==> src/rtl/parity_frame_pkg.sv <==
// Shared definitions for the serial parity frame transmitter.
//   state_e      : frame FSM states
//   FRAME_BITS   : bits per frame (start + 8 data + parity + stop)
//   START_BIT    : line level of the start bit
//   STOP_BIT     : line level of the stop bit and of the idle line
//   calc_parity  : parity of a byte; the parity generator and checker use it too
package parity_frame_pkg;

  typedef enum logic [2:0] {
    IDLE   = 3'd0,
    START  = 3'd1,
    DATA   = 3'd2,
    PARITY = 3'd3,
    STOP   = 3'd4
  } state_e;

  localparam int   FRAME_BITS = 11;
  localparam logic START_BIT  = 1'b0;
  localparam logic STOP_BIT   = 1'b1;

  // odd = 0 gives even parity (^data), odd = 1 gives odd parity (~^data)
  function automatic logic calc_parity(input logic [7:0] data, input logic odd);
    return (^data) ^ odd;
  endfunction

endpackage

==> src/rtl/parity_frame_tx_bit_timer.sv <==
// Bit-period timer for parity_frame_tx.
//   clk    : rising-edge clock
//   rst_n  : asynchronous active-low reset
//   clear  : hold the count at zero
//   tick   : high on the last cycle of a bit period (count == CLKS_PER_BIT-1)
// The count runs 0..CLKS_PER_BIT-1 and wraps on tick; with CLKS_PER_BIT = 1
// it stays at zero and tick is high every cycle.
module bit_timer #(
  parameter int CLKS_PER_BIT = 4
) (
  input  logic clk,
  input  logic rst_n,
  input  logic clear,
  output logic tick
);

  localparam int            CW   = (CLKS_PER_BIT > 1) ? $clog2(CLKS_PER_BIT) : 1;
  localparam logic [CW-1:0] LAST = CW'(CLKS_PER_BIT - 1);

  logic [CW-1:0] count_r;

  // Bit-period counter: cleared while idle, wraps at the terminal count
  always_ff @(posedge clk or negedge rst_n) begin
    if (!rst_n) begin
      count_r <= {CW{1'b0}};
    end else if (clear || tick) begin
      count_r <= {CW{1'b0}};
    end else begin
      count_r <= count_r + CW'(1);
    end
  end

  assign tick = (count_r == LAST);

endmodule

==> src/rtl/parity_frame_tx.sv <==
// Serial frame transmitter with parity.
//   clk        : rising-edge clock
//   rst_n      : asynchronous active-low reset
//   data_in    : byte to send, sampled only when accepted (valid && ready)
//   valid      : upstream has a byte on data_in
//   ready      : high exactly while idle
//   tx         : serial line, idles high; frame = start, 8 data LSB first,
//                parity, stop, each bit held CLKS_PER_BIT cycles
//   busy       : a frame is in progress
//   frame_done : one-cycle pulse on the last cycle of the stop bit
// All outputs decode only registered state, so tx has no path from the inputs.
module parity_frame_tx
  import parity_frame_pkg::*;
#(
  parameter int CLKS_PER_BIT = 4,
  parameter int ODD_PARITY   = 0
) (
  input  logic       clk,
  input  logic       rst_n,
  input  logic [7:0] data_in,
  input  logic       valid,
  output logic       ready,
  output logic       tx,
  output logic       busy,
  output logic       frame_done
);

  localparam logic ODD_SEL = (ODD_PARITY != 0);

  state_e     state_r;
  state_e     state_next_s;
  logic [7:0] shift_r;
  logic       parity_r;
  logic [2:0] bit_idx_r;
  logic       tick_s;
  logic       accept_s;
  logic       timer_clear_s;
  logic       tx_s;

  assign accept_s      = valid && (state_r == IDLE);
  // Timer sits at zero while idle so the start bit gets a full period
  assign timer_clear_s = (state_r == IDLE);

  bit_timer #(
    .CLKS_PER_BIT(CLKS_PER_BIT)
  ) u_bit_timer (
    .clk  (clk),
    .rst_n(rst_n),
    .clear(timer_clear_s),
    .tick (tick_s)
  );

  // FSM state register
  always_ff @(posedge clk or negedge rst_n) begin
    if (!rst_n) begin
      state_r <= IDLE;
    end else begin
      state_r <= state_next_s;
    end
  end

  // Shift register, latched parity and data bit index
  always_ff @(posedge clk or negedge rst_n) begin
    if (!rst_n) begin
      shift_r   <= 8'h00;
      parity_r  <= 1'b0;
      bit_idx_r <= 3'd0;
    end else if (accept_s) begin
      shift_r   <= data_in;
      parity_r  <= calc_parity(data_in, ODD_SEL);
      bit_idx_r <= 3'd0;
    end else if ((state_r == DATA) && tick_s) begin
      // index wraps 7 -> 0 naturally as the FSM leaves DATA
      shift_r   <= {1'b0, shift_r[7:1]};
      bit_idx_r <= bit_idx_r + 3'd1;
    end else begin
      shift_r   <= shift_r;
      parity_r  <= parity_r;
      bit_idx_r <= bit_idx_r;
    end
  end

  // Next-state and line-level decode
  always_comb begin
    state_next_s = state_r;
    tx_s         = STOP_BIT;
    case (state_r)
      IDLE: begin
        tx_s = STOP_BIT;
        if (valid) begin
          state_next_s = START;
        end else begin
          state_next_s = IDLE;
        end
      end
      START: begin
        tx_s = START_BIT;
        if (tick_s) begin
          state_next_s = DATA;
        end else begin
          state_next_s = START;
        end
      end
      DATA: begin
        tx_s = shift_r[0];
        if (tick_s && (bit_idx_r == 3'd7)) begin
          state_next_s = PARITY;
        end else begin
          state_next_s = DATA;
        end
      end
      PARITY: begin
        tx_s = parity_r;
        if (tick_s) begin
          state_next_s = STOP;
        end else begin
          state_next_s = PARITY;
        end
      end
      STOP: begin
        tx_s = STOP_BIT;
        if (tick_s) begin
          state_next_s = IDLE;
        end else begin
          state_next_s = STOP;
        end
      end
      default: begin
        tx_s         = STOP_BIT;
        state_next_s = IDLE;
      end
    endcase
  end

  assign tx         = tx_s;
  assign ready      = (state_r == IDLE);
  assign busy       = (state_r != IDLE);
  assign frame_done = (state_r == STOP) && tick_s;

endmodule

==> config.mk <==
export PLATFORM = sky130hd
export DESIGN_NAME = parity_frame_tx
export DESIGN_NICKNAME = d
export VERILOG_FILES = /design/src/rtl/parity_frame_pkg.sv /design/src/rtl/parity_frame_tx_bit_timer.sv /design/src/rtl/parity_frame_tx.sv
export SDC_FILE = /design/constraint.sdc
export NUM_CORES = 1
export LEC_CHECK = 0
export ABC_AREA = 1
export BUFFER_PORTS_ARGS = -buffer_cell sky130_fd_sc_hd__buf_2
export CAP_MARGIN = 20
export CORE_MARGIN = 2
export CORE_UTILIZATION = 52
export CTS_BUF_LIST = sky130_fd_sc_hd__clkbuf_8
export DETAILED_ROUTE_END_ITERATION = 7
export PLACE_DENSITY = 0.78
export SYNTH_ARGS = -nofsm -noshare
export SYNTH_HDL_FRONTEND = slang
export SYNTH_SLANG_ARGS = --single-unit
export TNS_END_PERCENT = 30
==> constraint.sdc <==
create_clock -name clk -period 1.19 [get_ports clk]
set_input_delay 0.238 -clock clk [delete_from_list [all_inputs] [get_ports clk]]
set_output_delay 0.238 -clock clk [all_outputs]
set_load 0.05 [all_outputs]
Yosys cells after proc, flatten, opt, wreduce, memory -nomap -nowiden
Cells that the tools add are included.
- logic and storage cells: 34
- bits in read-only memories: 0
- output and inout port bits: 4
- register bits: 17
- memory bits (writable): 0
- memories: 0
- bits in latches: 0
- input port bits: 11
- multipliers: 0
- add/subtract/negate cells: 2
- bitwise gates (word level): 0
- shift operators: 0
- div/mod/pow operators: 0
- mux-type cells: 12
- eq/ne operators: 6
- reductions and logical operators: 9
- magnitude comparators: 0
- operators with widths (operator ; number):
    two-way mux 8 bit ; 2
    one-hot mux 3 bit (5 select lines) ; 1
    two-way mux 3 bit ; 4
    XOR reduction 8 bit ; 1
    equality test 3 x 2 -> 1 bit, second input constant ; 2
    equality test 3 bit, second input constant ; 2
    logical AND 1 bit ; 4
    two-way mux 2 bit ; 2
    adder 3 x 1 -> 3 bit, second input constant ; 1
    equality test 3 x 1 -> 1 bit, second input constant ; 1
    zero test 3 bit ; 1
    one-hot mux 1 bit (3 select lines) ; 1
    nonzero test 3 bit ; 1
    adder 2 x 1 -> 2 bit, second input constant ; 1
    equality test 2 bit, second input constant ; 1
    two-way mux 1 bit ; 2
    nonzero test 2 bit ; 1
    logical OR 1 bit ; 1

Logic depth before layout (Yosys ltp)
- word-level depth: 4
- mapped depth: 9
- mapped depth without buffers: 9

Cells and area by module
A second synthesis with hierarchy kept.
- cells, all modules: 131
- area, all modules: 973.4 sq um
- by module, submodules not included (module ; area each (sq um) ; seq. area each (sq um) ; cells an instance ; times used):
    parity_frame_tx ; 888.4 ; 375.4 ; 122 ; 1
    bit_timer ; 85.1 ; 50.0 ; 9 ; 1

Least setup slack after synthesis
Ideal clock, no wire load.
- path kind: register to output
- start: register u_bit_timer.count_r[0]
- end: output port frame_done
- data required time: 0.952 ns
- arrival: 1.393 ns
- stages on the path, launching flop included: 5
- path buffers: 1
- slack: -0.441 ns
- cell sequence: dfrtp_1 -> ha_1 -> buf_2 -> inv_1 -> nor2_1
- word-level cells in the longest chain between the ends: 2
- RTL lines (what ; RTL line ; text):
    start, declared ; parity_frame_tx_bit_timer.sv:20 ; logic [CW-1:0] count_r;
    start signal, assigned ; parity_frame_tx_bit_timer.sv:25 ; count_r <= {CW{1'b0}};
    start signal, assigned ; parity_frame_tx_bit_timer.sv:27 ; count_r <= {CW{1'b0}};
    start signal, assigned ; parity_frame_tx_bit_timer.sv:29 ; count_r <= count_r + CW'(1);
    equality test 2 bit ; parity_frame_tx_bit_timer.sv:33 ; assign tick = (count_r == LAST);
    logical AND 1 bit ; parity_frame_tx.sv:138 ; assign frame_done = (state_r == STOP) && tick_s;
    end, declared ; parity_frame_tx.sv:25 ; output logic frame_done
Every way passes these cells.

Final worst setup path
- start: register state_r[1]
- end: output port ready
- word-level cells in the longest chain between the ends: 1
- RTL lines (what ; RTL line ; text):
    start, declared ; parity_frame_tx.sv:30 ; state_e state_r;
    start signal, assigned ; parity_frame_tx.sv:58 ; state_r <= state_next_s;
    zero test 3 bit ; parity_frame_tx.sv:136 ; assign ready = (state_r == IDLE);
    end, declared ; parity_frame_tx.sv:22 ; output logic ready,
Every way passes these cells.

==> metrics.csv <==
stage,metric,value,unit
critical_path,worstSetupEndpointType,primary output,
placed_design,io_buffer_count,14,
clock_network,clk_pin_slew,0.06,ns
critical_path,cp.required,0.95,ns
floorplanning,core,1900,µm²
clock_network,cts-root-buf,clkbuf_8,
power,power,3.25,mW
logic_synthesis,yosys.area.top_type,dfrtp_1,
detailed_routing,wl_per_cell,11.9,µm
clock_network,cts_tree,built,
logic_synthesis,yosysTopAreaCellShare,41.8,%
floorplanning,io_pins,15,
hold_path,hold_class,primary input to register,
logic_synthesis,synth_nets,147,
sta,setup_tns,-2.01,ns
detailed_routing,routed_via_density,4.88,
sta,maxSlewHeadroom,75.2,%
critical_path,critPathKind,register to primary output,
sta,fin_crit,1.45,ns
detailed_routing,vias,951,
logic_synthesis,ys_ff_latch,17,
global_routing,track_usage,22.2,%
logic_synthesis,seq_area_frac_synth,41.8,%
layout,area_growth,38.7,%
logic_synthesis,yosys_warnings,0,
global_routing,grt_pass1_wl,3440,µm
detailed_routing,drcViolationCount,0,
layout,final_util,74.3,%
logic_synthesis,synth_cell_type_count,24,
logic_synthesis,synth_area_leaders,"dfrtp_1 42%, nand2_1 17%, inv_1 6.6%",
power,vdd_drop_max,1.23,mV
placed_design,hpwl,1710,µm
critical_path,critPathMaxFanout,4,
global_routing,grt-ovfl-total,0,
clock_network,clk_latency,0.25,ns
clock_network,clock-sinks,17,
logic_synthesis,avgSynthCellArea,7.66,µm²
sta,fin_worst_skew,0.00389,ns
power,leakage,0.766,nW
sta,hold_viol,0,
placed_design,gp_congestion,0.737,
layout,layout_commonest_cell,nand2_1,
layout,fillers,138,
status,failed_checks,setup timing,
detailed_routing,drt-total-wl,2310,µm
floorplanning,num_rows,16,
critical_path,worstSetupStartpointType,register,
global_routing,grt_max_degree,18,
floorplanning,die_area,2330,µm²
logic_synthesis,synth_area,1020,µm²
global_routing,grt_antenna_before_repair,0,
status,status,finished with violations,
floorplanning,die_y,48.3,µm
sta,final-setup-viol-count,15,
floorplanning,initial_utilization,53.6,%
clock_network,htreeDepth,1,
sta,rsz0062_at_grt,yes,
sta,worst_pin_slew,0.372,ns
layout,finalNetCount,183,
layout,drive_above_1_share,36.9,%
sta,post-route-period-util,121,%
layout,final_cell_mix,"45 x nand2_1, 17 x inv_1, 17 x buf_4",
job,max_cap_violations,0,
clock_network,clockBufferDepth,2,
sta,max_freq,692,MHz
detailed_routing,drt-initial-drc-count,16,
detailed_routing,drtPass1Iterations,4,
detailed_routing,drtAntennaViolNets,0,
critical_path,cp.arrival,1.21,ns
global_routing,first_global_vias,793,
power,powerDensity,2300,nW/µm²
sta,layout_setup_ws,-0.255,ns
sta,slew_violations,0,
clock_network,cts-buffers-inserted,3,
floorplanning,die_x,48.3,µm
layout,diodes,0,
logic_synthesis,synthCells,133,
cell usage after synthesis:
master,instances
nand2_1,47
inv_1,18
dfrtp_1,17
nor2_1,9
o21ai_0,6
nand3_1,5
ha_1,3
nand2_2,3
nand2_4,3
o211ai_1,3
o211ai_2,3
o21ai_1,3
inv_2,2
a21oi_1,1
buf_2,1
buf_6,1
clkinv_2,1
nand3_2,1
nor2_2,1
nor2_4,1
o21ai_2,1
o31ai_1,1
xnor2_1,1
xor2_1,1
through the flow:
step / hold slack [ns] / cell area, µm² / worst slack, ns / cells
after global placement: 0.179 / 1230 / -0.0829 / 185
after floorplan: -0.0576 / 1040 / -0.0644 / 133
final: 0.248 / 1410 / -0.255 / 195
after CTS: 0.243 / 1340 / -0.254 / 191
after global routing: 0.266 / 1410 / -0.313 / 195
after detailed placement: 0.182 / 1230 / -0.0978 / 185
where the power goes:
| part | leakage (nW) | switching, mW | internal (mW) | total, mW |
|---|---|---|---|---|
| Combinational | 0.527 | 1.04 | 0.818 | 1.86 |
| Sequential | 0.212 | 0.157 | 0.823 | 0.980 |
| Clock | 0.0269 | 0.189 | 0.229 | 0.417 |
| Total | 0.766 | 1.39 | 1.87 | 3.25 |
logic make-up after synthesis:
logic type | count (synthesis) | synth area share, %
flip-flops | 17 | 41.8
adder cells (fa/ha/maj) | 3 | 3.69
AND/OR/NAND/NOR | 70 | 31.0
AO/OA/AOI/OAI | 18 | 12.4
XOR/XNOR | 2 | 1.72
buffers and inverters | 23 | 9.46
final cells by class:
| cell class | instances | area (µm²) | share of cell area, % |
|---|---|---|---|
| inverters | 21 | 85.1 | 6.02 |
| multi-input cells | 93 | 566 | 40.0 |
| well taps | 27 | 33.8 | 2.39 |
| clock buffers | 3 | 41.3 | 2.92 |
| repair buffers | 33 | 255 | 18.1 |
| clock inverters | 1 | 3.75 | 0.266 |
| flip-flops and latches | 17 | 428 | 30.3 |
final timing paths:
path / from / endpoint / slack [ns] / depth (start not counted)
max in group asynchronous: rst_n / state_r[1]$_DFF_PN0_ / 0.47 / 2
min reg2reg: bit_idx_r[1]$_DFFE_PN0P_ / bit_idx_r[1]$_DFFE_PN0P_ / 0.48 / 2
min in group asynchronous: rst_n / shift_r[1]$_DFFE_PN0P_ / 0.43 / 2
min: data_in[3] / shift_r[3]$_DFFE_PN0P_ / 0.25 / 3
max: state_r[1]$_DFF_PN0_ / ready / -0.26 / 5
max reg2reg: state_r[1]$_DFF_PN0_ / shift_r[6]$_DFFE_PN0P_ / -0.18 / 6
metal layers:
metal	up-vias	track usage, %	share of wire, %
met5	-	0	0
met4	0	11.9	2.2
met3	6	3.33	2.8
met2	23	34.5	53
met1	433	29.7	42
li1	489	-	-
flip-flops by register name, summed over array words and instances, names as in the netlist:
signal / cells
parity_r: 1
shift_r: 8
state_r: 3
u_bit_timer.count_r: 2
bit_idx_r: 3
timing repair:
| action | CTS | global route |
|---|---|---|
| hold endpoints to repair | 17 | 0 |
| gates resized for setup | 15 | 12 |
| setup buffers | 1 | 4 |
| setup endpoints to repair | 15 | 18 |
| hold buffers | 1 | 0 |
| pin swaps | 1 | 1 |
worst max-delay path, stage by stage (launching register included):
cell	delay (ns)
dfrtp_2	0.44
nor2_4	0.13
buf_4	0.12
nand2_4	0.06
clkinvlp_4	0.07
buf_8	0.13
(Power assumes the default switching activity.)
